===== config.mk =====
export PLATFORM = sky130hd
export DESIGN_NAME = lp805x_xbus_arb
export DESIGN_NICKNAME = d
export VERILOG_FILES = /design/src/rtl/lp805x_xbus_arb.sv
export SDC_FILE = /design/constraint.sdc
export NUM_CORES = 1
export LEC_CHECK = 0
export CAP_MARGIN = 30
export CORE_ASPECT_RATIO = 1.75
export CORE_MARGIN = 5
export CORE_UTILIZATION = 25
export CTS_CLUSTER_DIAMETER = 60
export DETAILED_ROUTE_END_ITERATION = 8
export PLACE_DENSITY = 0.88
export SYNTH_ARGS = -nofsm -noshare
export SYNTH_HDL_FRONTEND = slang
export SYNTH_SLANG_ARGS = --single-unit

===== constraint.sdc =====
create_clock -name wb_clk_i -period 2.1 [get_ports wb_clk_i]
set_clock_uncertainty 0.15 [all_clocks]
set_input_delay 0.21 -clock wb_clk_i [delete_from_list [all_inputs] [get_ports wb_clk_i]]
set_output_delay 0.21 -clock wb_clk_i [all_outputs]
set_load 0.03 [all_outputs]

===== src/rtl/lp805x_xbus_arb.sv =====
// lp805x_xbus_arb: two-master round-robin Wishbone arbiter in front of the
// shared external ROM/XRAM slave port. Master 0 = core external bus,
// master 1 = secondary requester (DMA / debug loader).
// Optional bus timeout enabled by defining LP805X_XBUS_TMO_EN.
module lp805x_xbus_arb #(
  parameter int AW      = 16,
  parameter int TMO_CYC = 255
) (
  input  logic            wb_clk_i,
  input  logic            wb_rst_i,
  input  logic [1:0]      m_cyc_i,
  input  logic [1:0]      m_stb_i,
  input  logic [1:0]      m_we_i,
  input  logic [2*AW-1:0] m_adr_i,
  input  logic [15:0]     m_dat_i,
  output logic [7:0]      m_dat_o,
  output logic [1:0]      m_ack_o,
  output logic [1:0]      m_err_o,
  output logic            s_cyc_o,
  output logic            s_stb_o,
  output logic            s_we_o,
  output logic [AW-1:0]   s_adr_o,
  output logic [7:0]      s_dat_o,
  input  logic [7:0]      s_dat_i,
  input  logic            s_ack_i,
  output logic [1:0]      gnt_o
);

  typedef enum logic [1:0] {IDLE, OWN0, OWN1} state_t;

  state_t     state, state_n;
  logic       last;   // last granted master; the other one wins a tie
  logic [1:0] req;    // requests eligible for arbitration
  logic       tmo;    // owner's stalled access hit the timeout limit

  // Marker block only elaborates for an out-of-range timeout setting.
  if (TMO_CYC < 1 || TMO_CYC > 65535) begin : g_tmo_cyc_out_of_range
  end

`ifdef LP805X_XBUS_TMO_EN
  localparam logic [15:0] TMO_LIM = 16'(TMO_CYC - 1);

  logic [15:0] cnt;
  logic [1:0]  blk;   // timed-out master locked out until it drops cyc
  logic [1:0]  err;

  assign tmo     = (state != IDLE) && s_stb_o && !s_ack_i && (cnt == TMO_LIM);
  assign req     = m_cyc_i & ~blk;
  assign m_err_o = err;

  // Stall counter: restarts on any grant change or slave ack.
  always_ff @(posedge wb_clk_i) begin
    if (wb_rst_i)                            cnt <= '0;
    else if (state_n != state || s_ack_i)    cnt <= '0;
    else if (s_stb_o)                        cnt <= cnt + 16'd1;
  end

  // Error pulse to the timed-out owner, plus its re-arbitration lockout.
  always_ff @(posedge wb_clk_i) begin
    if (wb_rst_i) begin
      err <= 2'b00;
      blk <= 2'b00;
    end else begin
      err <= {tmo && state == OWN1, tmo && state == OWN0};
      for (int n = 0; n < 2; n++) begin
        if (tmo && state == ((n == 0) ? OWN0 : OWN1)) blk[n] <= 1'b1;
        else if (!m_cyc_i[n])                          blk[n] <= 1'b0;
      end
    end
  end
`else
  assign tmo     = 1'b0;
  assign req     = m_cyc_i;
  assign m_err_o = 2'b00;
`endif

  // Grant state register.
  always_ff @(posedge wb_clk_i) begin
    if (wb_rst_i) state <= IDLE;
    else          state <= state_n;
  end

  // Round-robin memory: updated whenever a new owner is granted.
  always_ff @(posedge wb_clk_i) begin
    if (wb_rst_i)                              last <= 1'b1;
    else if (state_n == OWN0 && state != OWN0) last <= 1'b0;
    else if (state_n == OWN1 && state != OWN1) last <= 1'b1;
  end

  // Next owner: release hands straight to a waiting master, no idle gap.
  always_comb begin
    state_n = state;
    case (state)
      IDLE: begin
        if (req == 2'b11) state_n = last ? OWN0 : OWN1;
        else if (req[0])  state_n = OWN0;
        else if (req[1])  state_n = OWN1;
      end
      OWN0: if (!m_cyc_i[0] || tmo) state_n = req[1] ? OWN1 : IDLE;
      OWN1: if (!m_cyc_i[1] || tmo) state_n = req[0] ? OWN0 : IDLE;
      default: state_n = IDLE;
    endcase
  end

  // Slave-side mux from the owner; ack only reaches an owner still in cycle.
  always_comb begin
    s_cyc_o = 1'b0;
    s_stb_o = 1'b0;
    s_we_o  = 1'b0;
    s_adr_o = '0;
    s_dat_o = '0;
    m_ack_o = 2'b00;
    case (state)
      OWN0: begin
        s_cyc_o    = m_cyc_i[0];
        s_stb_o    = m_stb_i[0] & m_cyc_i[0];
        s_we_o     = m_we_i[0];
        s_adr_o    = m_adr_i[AW-1:0];
        s_dat_o    = m_dat_i[7:0];
        m_ack_o[0] = s_ack_i & m_cyc_i[0];
      end
      OWN1: begin
        s_cyc_o    = m_cyc_i[1];
        s_stb_o    = m_stb_i[1] & m_cyc_i[1];
        s_we_o     = m_we_i[1];
        s_adr_o    = m_adr_i[2*AW-1:AW];
        s_dat_o    = m_dat_i[15:8];
        m_ack_o[1] = s_ack_i & m_cyc_i[1];
      end
      default: ;
    endcase
  end

  assign m_dat_o = s_dat_i;
  assign gnt_o   = {state == OWN1, state == OWN0};

endmodule


==> results of run 1 <==
==> cells in the mapped netlist (2+ instances only) <==
cell,number,share of area (%)
dfxtp_1,3,7.6
nand3_1,3,1.9
nand2_1,2,0.95
a22oi_1,27,26
clkbuf_1,2,0.95
ha_1,6,9.4
a311oi_1,2,2.2
buf_4,11,10
buf_2,6,3.8
o22ai_1,2,1.6
nor2b_1,26,20
inv_1,2,0.95
==> cells in the final DEF (no fill, tap or decap), drive strengths merged <==
cell type and n:
clkdlybuf4s50 57, buf 34, a22oi 27, nor2b 26, ha 6, clkbuf 4, nand3 3, nand2 3
dfxtp 3, inv 2, o22ai 2, a311oi 2, conb 2, and3 2, a21boi 1, o2bb2ai 1
a21oi 1, nor3 1, o21bai 1, a21bo 1, mux2 1, nor3b 1, or3 1, a31oi 1
nor2 1, dlygate4sd2 1
==> state kept, by name, summed over array words and instances, names as in the netlist <==
register,flops
state,2
last,1
==> critical path: stages, from the launching register on <==
cell	delay, ns
dfxtp_2	0.38
inv_1	0.09
ha_1	0.29
buf_4	0.19
a22oi_1	0.23
nor2b_2	0.07
buf_4	0.17
==> metal layers <==
metal	routed length [µm]	up-vias	share of wire [%]
li1	-	541	-
met1	1140	490	34
met2	1650	65	49
met3	459	9	14
met4	89	0	2.7
met5	0	-	0
==> worst max path at each step <==
| stage | slack (ns) | startpoint | endpoint |
|---|---|---|---|
| floorplan | 0.08 | state[1]$_SDFF_PP0_ | s_stb_o |
| global placement | 0.21 | m_cyc_i[0] | m_ack_o[0] |
| detailed placement | 0.21 | m_cyc_i[0] | m_ack_o[0] |
| CTS | -0.002 | state[1]$_SDFF_PP0_ | s_dat_o[5] |
| global route | -0.02 | state[1]$_SDFF_PP0_ | s_stb_o |
| finish | 0.10 | state[0]$_SDFF_PP0_ | s_adr_o[4] |
==> power by group <==
group | internal (mW) | total [mW] | switching (mW)
Clock | 0.129 | 0.165 | 0.0357
Sequential | 0.0744 | 0.0922 | 0.0178
Combinational | 0.438 | 0.868 | 0.430
Total | 0.642 | 1.13 | 0.484
==> cell type report <==
cell class | count | area, µm²
multi-input combinational | 84 | 649
timing repair buffer | 92 | 872
tap | 43 | 53.8
inverter | 2 | 7.51
sequential | 3 | 61.3
fill | 308 | 1420
clock buffer | 4 | 45.0
==> kinds of logic after synthesis <==
kind of cell    Yosys count  synth area share [%]
compound gates           37                  35.0
fa+ha+maj                 6                  9.45
buf+inv                  22                  17.5
flops                     3                  7.56
mux                       1                  1.42
other cells               1                 0.472
simple gates             38                  28.7
==> stage by stage <==
stage                     setup WS (ns)  setup TNS (ns)
after floorplan                  0.0767               0
after global placement            0.210               0
after detailed placement          0.205               0
after CTS                      -0.00154        -0.00225
after global routing            -0.0150         -0.0150
final                             0.102               0
==> flow_summary.json, run 1 <==
{
  "status": "finished, final reports clean",
  "ys_seq_area_share_pct": 7.56,
  "clkSlewWorstSetupHoldPaths_ns": 0.03,
  "area_delta_synth_final_pct": 113,
  "final_hold_viol_count": 0,
  "reg2reg_from": "state[1]$_SDFF_PP0_",
  "cts_tree": "built",
  "path_class": "reg2out",
  "numPortBuffers": 87,
  "hp-class": "in2out",
  "drc": 0,
  "synth_cells": 108,
  "met1_usage_pct": 14.5,
  "cts.path.max_buffers": 2,
  "initial_core_util_pct": 25.6,
  "power.total_mw": 1.13,
  "synthFlopType": "dfxtp_1",
  "p_per_area_nw_per_um2": 666,
  "synth-async-reset-ratio_pct": 0,
  "dieHeight_um": 84.6,
  "antenna_found_initial": 0,
  "clkLatencyLatePin_ns": 0.21,
  "drt_iter0_drc": 14,
  "antennaDiodeCount": 0,
  "grt_usage_pct": 14.6,
  "synth_area_um2": 795,
  "routed_via_density": 4.85,
  "rr_worst_depth": 6,
  "rsz0062_at_grt": "true",
  "final_cell_area_um2": 1690,
  "cp.arrival_ns": 1.64,
  "period_needed_ns": 2.00,
  "grt_pass1_wl_mm": 5.08,
  "first_pass_iters": 4,
  "ys_types": 28,
  "core-area_um2": 3110,
  "rows": 27,
  "placed_area_um2": 1640,
  "drive_above_1_share_pct": 33.0,
  "cts_made_buffers": 3,
  "post-cts-setup-buffers": 0,
  "gr-usage-met3_pct": 3.73,
  "clock.fmax_mhz": 500,
  "synth_warnings": 0,
  "clock-root-buffer": "clkbuf_8",
  "die_area_um2": 4450,
  "top_usage_layer": "met2",
  "holdBufCountCts": 0,
  "ctsResizeCount": 1,
  "ys_ff_latch": 3,
  "holdPathStages": 0,
  "final_cells": 228,
  "reg2reg_to": "last$_SDFFE_PP1P_",
  "grt.overflow.total": 0,
  "cts.sinks": 3,
  "layout_worst_path_cycle_share_pct": 95.2,
  "first_global_vias": 1121,
  "crit_required_ns": 1.74,
  "grt_max_degree": 26,
  "synth_edf_count": 0,
  "worstHoldStart": "s_dat_i[0]",
  "cp_max_fo": 7,
  "vias": 1105,
  "vdd_drop_max_mv": 0.505,
  "p_leak_nw": 0.657,
  "utilization_pct": 54.3,
  "whs_endpoint": "m_dat_o[0]",
  "avgSynthCellArea_um2": 7.36,
  "endpoint_kind": "output port",
  "met2_usage_pct": 26.7,
  "final_nets": 257,
  "setup_viol": 0,
  "hpwl_mm": 2.81,
  "drv_cap": 0,
  "dp.cells": 224,
  "reg2reg_slack_ns": 0.42,
  "gp_congestion": 0.795,
  "wirelength_mm": 3.33,
  "drv_slew": 0,
  "ios": 106,
  "die_w_um": 52.6,
  "detail_route.wl_per_cell_um": 14.6,
  "ant_nets": 0,
  "start_kind": "register",
  "h-tree-depth": 1,
  "finalHoldWorstSlack_ns": 0.270
}
Power figures use the tool's default switching activity.
==> inputs of run 2 (changes only) <==
--- a/config.mk
+++ b/config.mk
@@ -11,7 +11,9 @@
 export CORE_UTILIZATION = 25
 export CTS_CLUSTER_DIAMETER = 60
 export DETAILED_ROUTE_END_ITERATION = 8
+export GPL_ROUTABILITY_DRIVEN = 0
 export PLACE_DENSITY = 0.88
+export RECOVER_POWER = 100
 export SYNTH_ARGS = -nofsm -noshare
 export SYNTH_HDL_FRONTEND = slang
 export SYNTH_SLANG_ARGS = --single-unit
==> run 2 against run 1 <==
Net effect:
- flip-flop and latch count stayed put
- combinational power about the same
- cell count did not move
==> flow_summary.json, run 2 (same netlist as run 1, synthesis figures left out) <==
{
  "status": "finished, final reports clean",
  "cts.path.max_buffers": 2,
  "cp_max_fo": 7,
  "p_leak_nw": 0.653,
  "crit_required_ns": 1.74,
  "ios": 106,
  "rows": 27,
  "cp.arrival_ns": 1.64,
  "met1_length_mm": 1.12,
  "antennaDiodeCount": 0,
  "cts_tree": "built",
  "power_frac_clock_pct": 14.7,
  "final_cell_mix": "clkdlybuf4s50_1, buf_4, a22oi_1",
  "final_common_cell": "clkdlybuf4s50_1",
  "grt_pass1_wl_mm": 5.08,
  "final_hold_viol_count": 0,
  "period_needed_ns": 2.00,
  "rsz0062_at_grt": "true",
  "die_area_um2": 4450,
  "fin_ws_ns": 0.103,
  "p_per_area_nw_per_um2": 666,
  "core-area_um2": 3110,
  "area_delta_synth_final_pct": 112,
  "max_stage_delay_ns": 0.38,
  "ant_nets": 0,
  "vias": 1110,
  "top_layer_used": "met4",
  "detail_route.wl_per_cell_um": 14.6,
  "final_nets": 257,
  "clock-root-buffer": "clkbuf_8",
  "first_pass_iters": 4,
  "hpwl_mm": 2.81,
  "slowest_stage": "dfxtp_2",
  "reg2reg_slack_ns": 0.42,
  "cts_made_buffers": 3,
  "seqPwrFrac_pct": 8.2,
  "sw_frac_of_total_pct": 43.1,
  "wirelength_mm": 3.33,
  "routed_via_density": 4.87,
  "numPortBuffers": 87,
  "drv_slew": 0,
  "dieHeight_um": 84.6,
  "clkSlewWorstSetupHoldPaths_ns": 0.03,
  "grt_usage_pct": 14.6,
  "final_cells": 228,
  "clock.fmax_mhz": 501,
  "drive_above_1_share_pct": 32.4,
  "h-tree-depth": 1,
  "layout_worst_path_cycle_share_pct": 95.1,
  "clkLatencyLatePin_ns": 0.21,
  "wl_met3_um": 469,
  "dp.cells": 224,
  "drc": 0,
  "p_comb_share_pct": 77.1,
  "grt.overflow.total": 0,
  "endpoint_kind": "output port",
  "vdd_drop_max_mv": 0.505,
  "post-place-ws_ns": 0.205,
  "top_register": "state",
  "die_w_um": 52.6,
  "hp-class": "in2out",
  "grt_max_degree": 26,
  "dr_wl_met2_mm": 1.65,
  "cts.sinks": 3,
  "setup_viol": 0,
  "p_sw_mw": 0.483,
  "p_int_mw": 0.639,
  "largest_register_ffs": 2,
  "reg_top3": "state: 2 flops, last: 1 flops",
  "drt_iter0_drc": 12,
  "initial_core_util_pct": 25.6,
  "first_global_vias": 1121,
  "path_cells": "inv_1 > ha_1 > buf_4 > a22oi_1 > nor2b_2 > buf_4",
  "start_kind": "register",
  "drv_cap": 0,
  "path_class": "reg2out",
  "path_common_cell": "buf_4",
  "antenna_found_initial": 0
}
-- run 2: cell types whose count changed in the layout (fill, tap and decap cells not counted) --
cell,delta
clkbuf_1,+1
buf_4,-1
-- run 2: repair_timing --
item,in CTS,in global routing
endpoints found under the setup margin,3,27
hold buffers,0,0
setup buffers,0,0
gates resized for setup,1,2
-- run 2: through the flow --
stage                     hold WS (ns)  utilization (%)  total power [mW]  setup TNS [ns]  instance area (µm²)
final                            0.270             54.2              1.12               0                 1690
after global routing             0.270             54.2              1.21         -0.0150                 1690
after CTS                        0.270             54.2              1.14        -0.00225                 1690
after detailed placement         0.270             52.8             0.968               0                 1640
after global placement           0.270             52.8             0.961               0                 1640
after floorplan                  0.137                -             0.651               0                  846
-- run 2: routing by layer --
| metal | GRT usage [%] | vias to the layer above |
|---|---|---|
| met4 | 6.51 | 0 |
| met3 | 3.73 | 9 |
| met1 | 14.5 | 492 |
| met5 | 0 | - |
| li1 | - | 541 |
| met2 | 26.7 | 68 |
-- run 2: path summary, 6_finish.rpt --
check / startpoint / to / cells past startpoint
setup / recovery: state[0]$_SDFF_PP0_ / s_adr_o[4] / 6
hold / removal: s_dat_i[0] / m_dat_o[0] / 0
setup reg to reg: state[1]$_SDFF_PP0_ / last$_SDFFE_PP1P_ / 6
hold reg to reg: last$_SDFFE_PP1P_ / last$_SDFFE_PP1P_ / 2
-- run 2: power groups by stage --
stage	logic, mW	clock network (mW)	registers [mW]
4_1_cts	0.877	0.169	0.0914
3_5_place_dp	0.876	0	0.0923
5_1_grt	0.935	0.176	0.0956
6_report	0.865	0.165	0.0922
3_3_place_gp	0.869	0	0.0916
2_1_floorplan	0.564	0	0.0874
-- run 2: cell type report --
type	instances	area [µm²]
Fill cell	307	1420
Timing Repair Buffer	92	868
Multi-Input combinational cell	84	649
Sequential cell	3	61.3
Tap cell	43	53.8
Clock buffer	4	45.0
Inverter	2	7.51
-- run 2: critical path, delay by kind of cell (launching register included) --
family                   cells  cell delay, ns
adder cells (fa/ha/maj)      1            0.29
flip-flops                   1            0.38
buffers and inverters        3            0.45
AO/OA/AOI/OAI                1            0.23
AND/OR/NAND/NOR              1            0.07
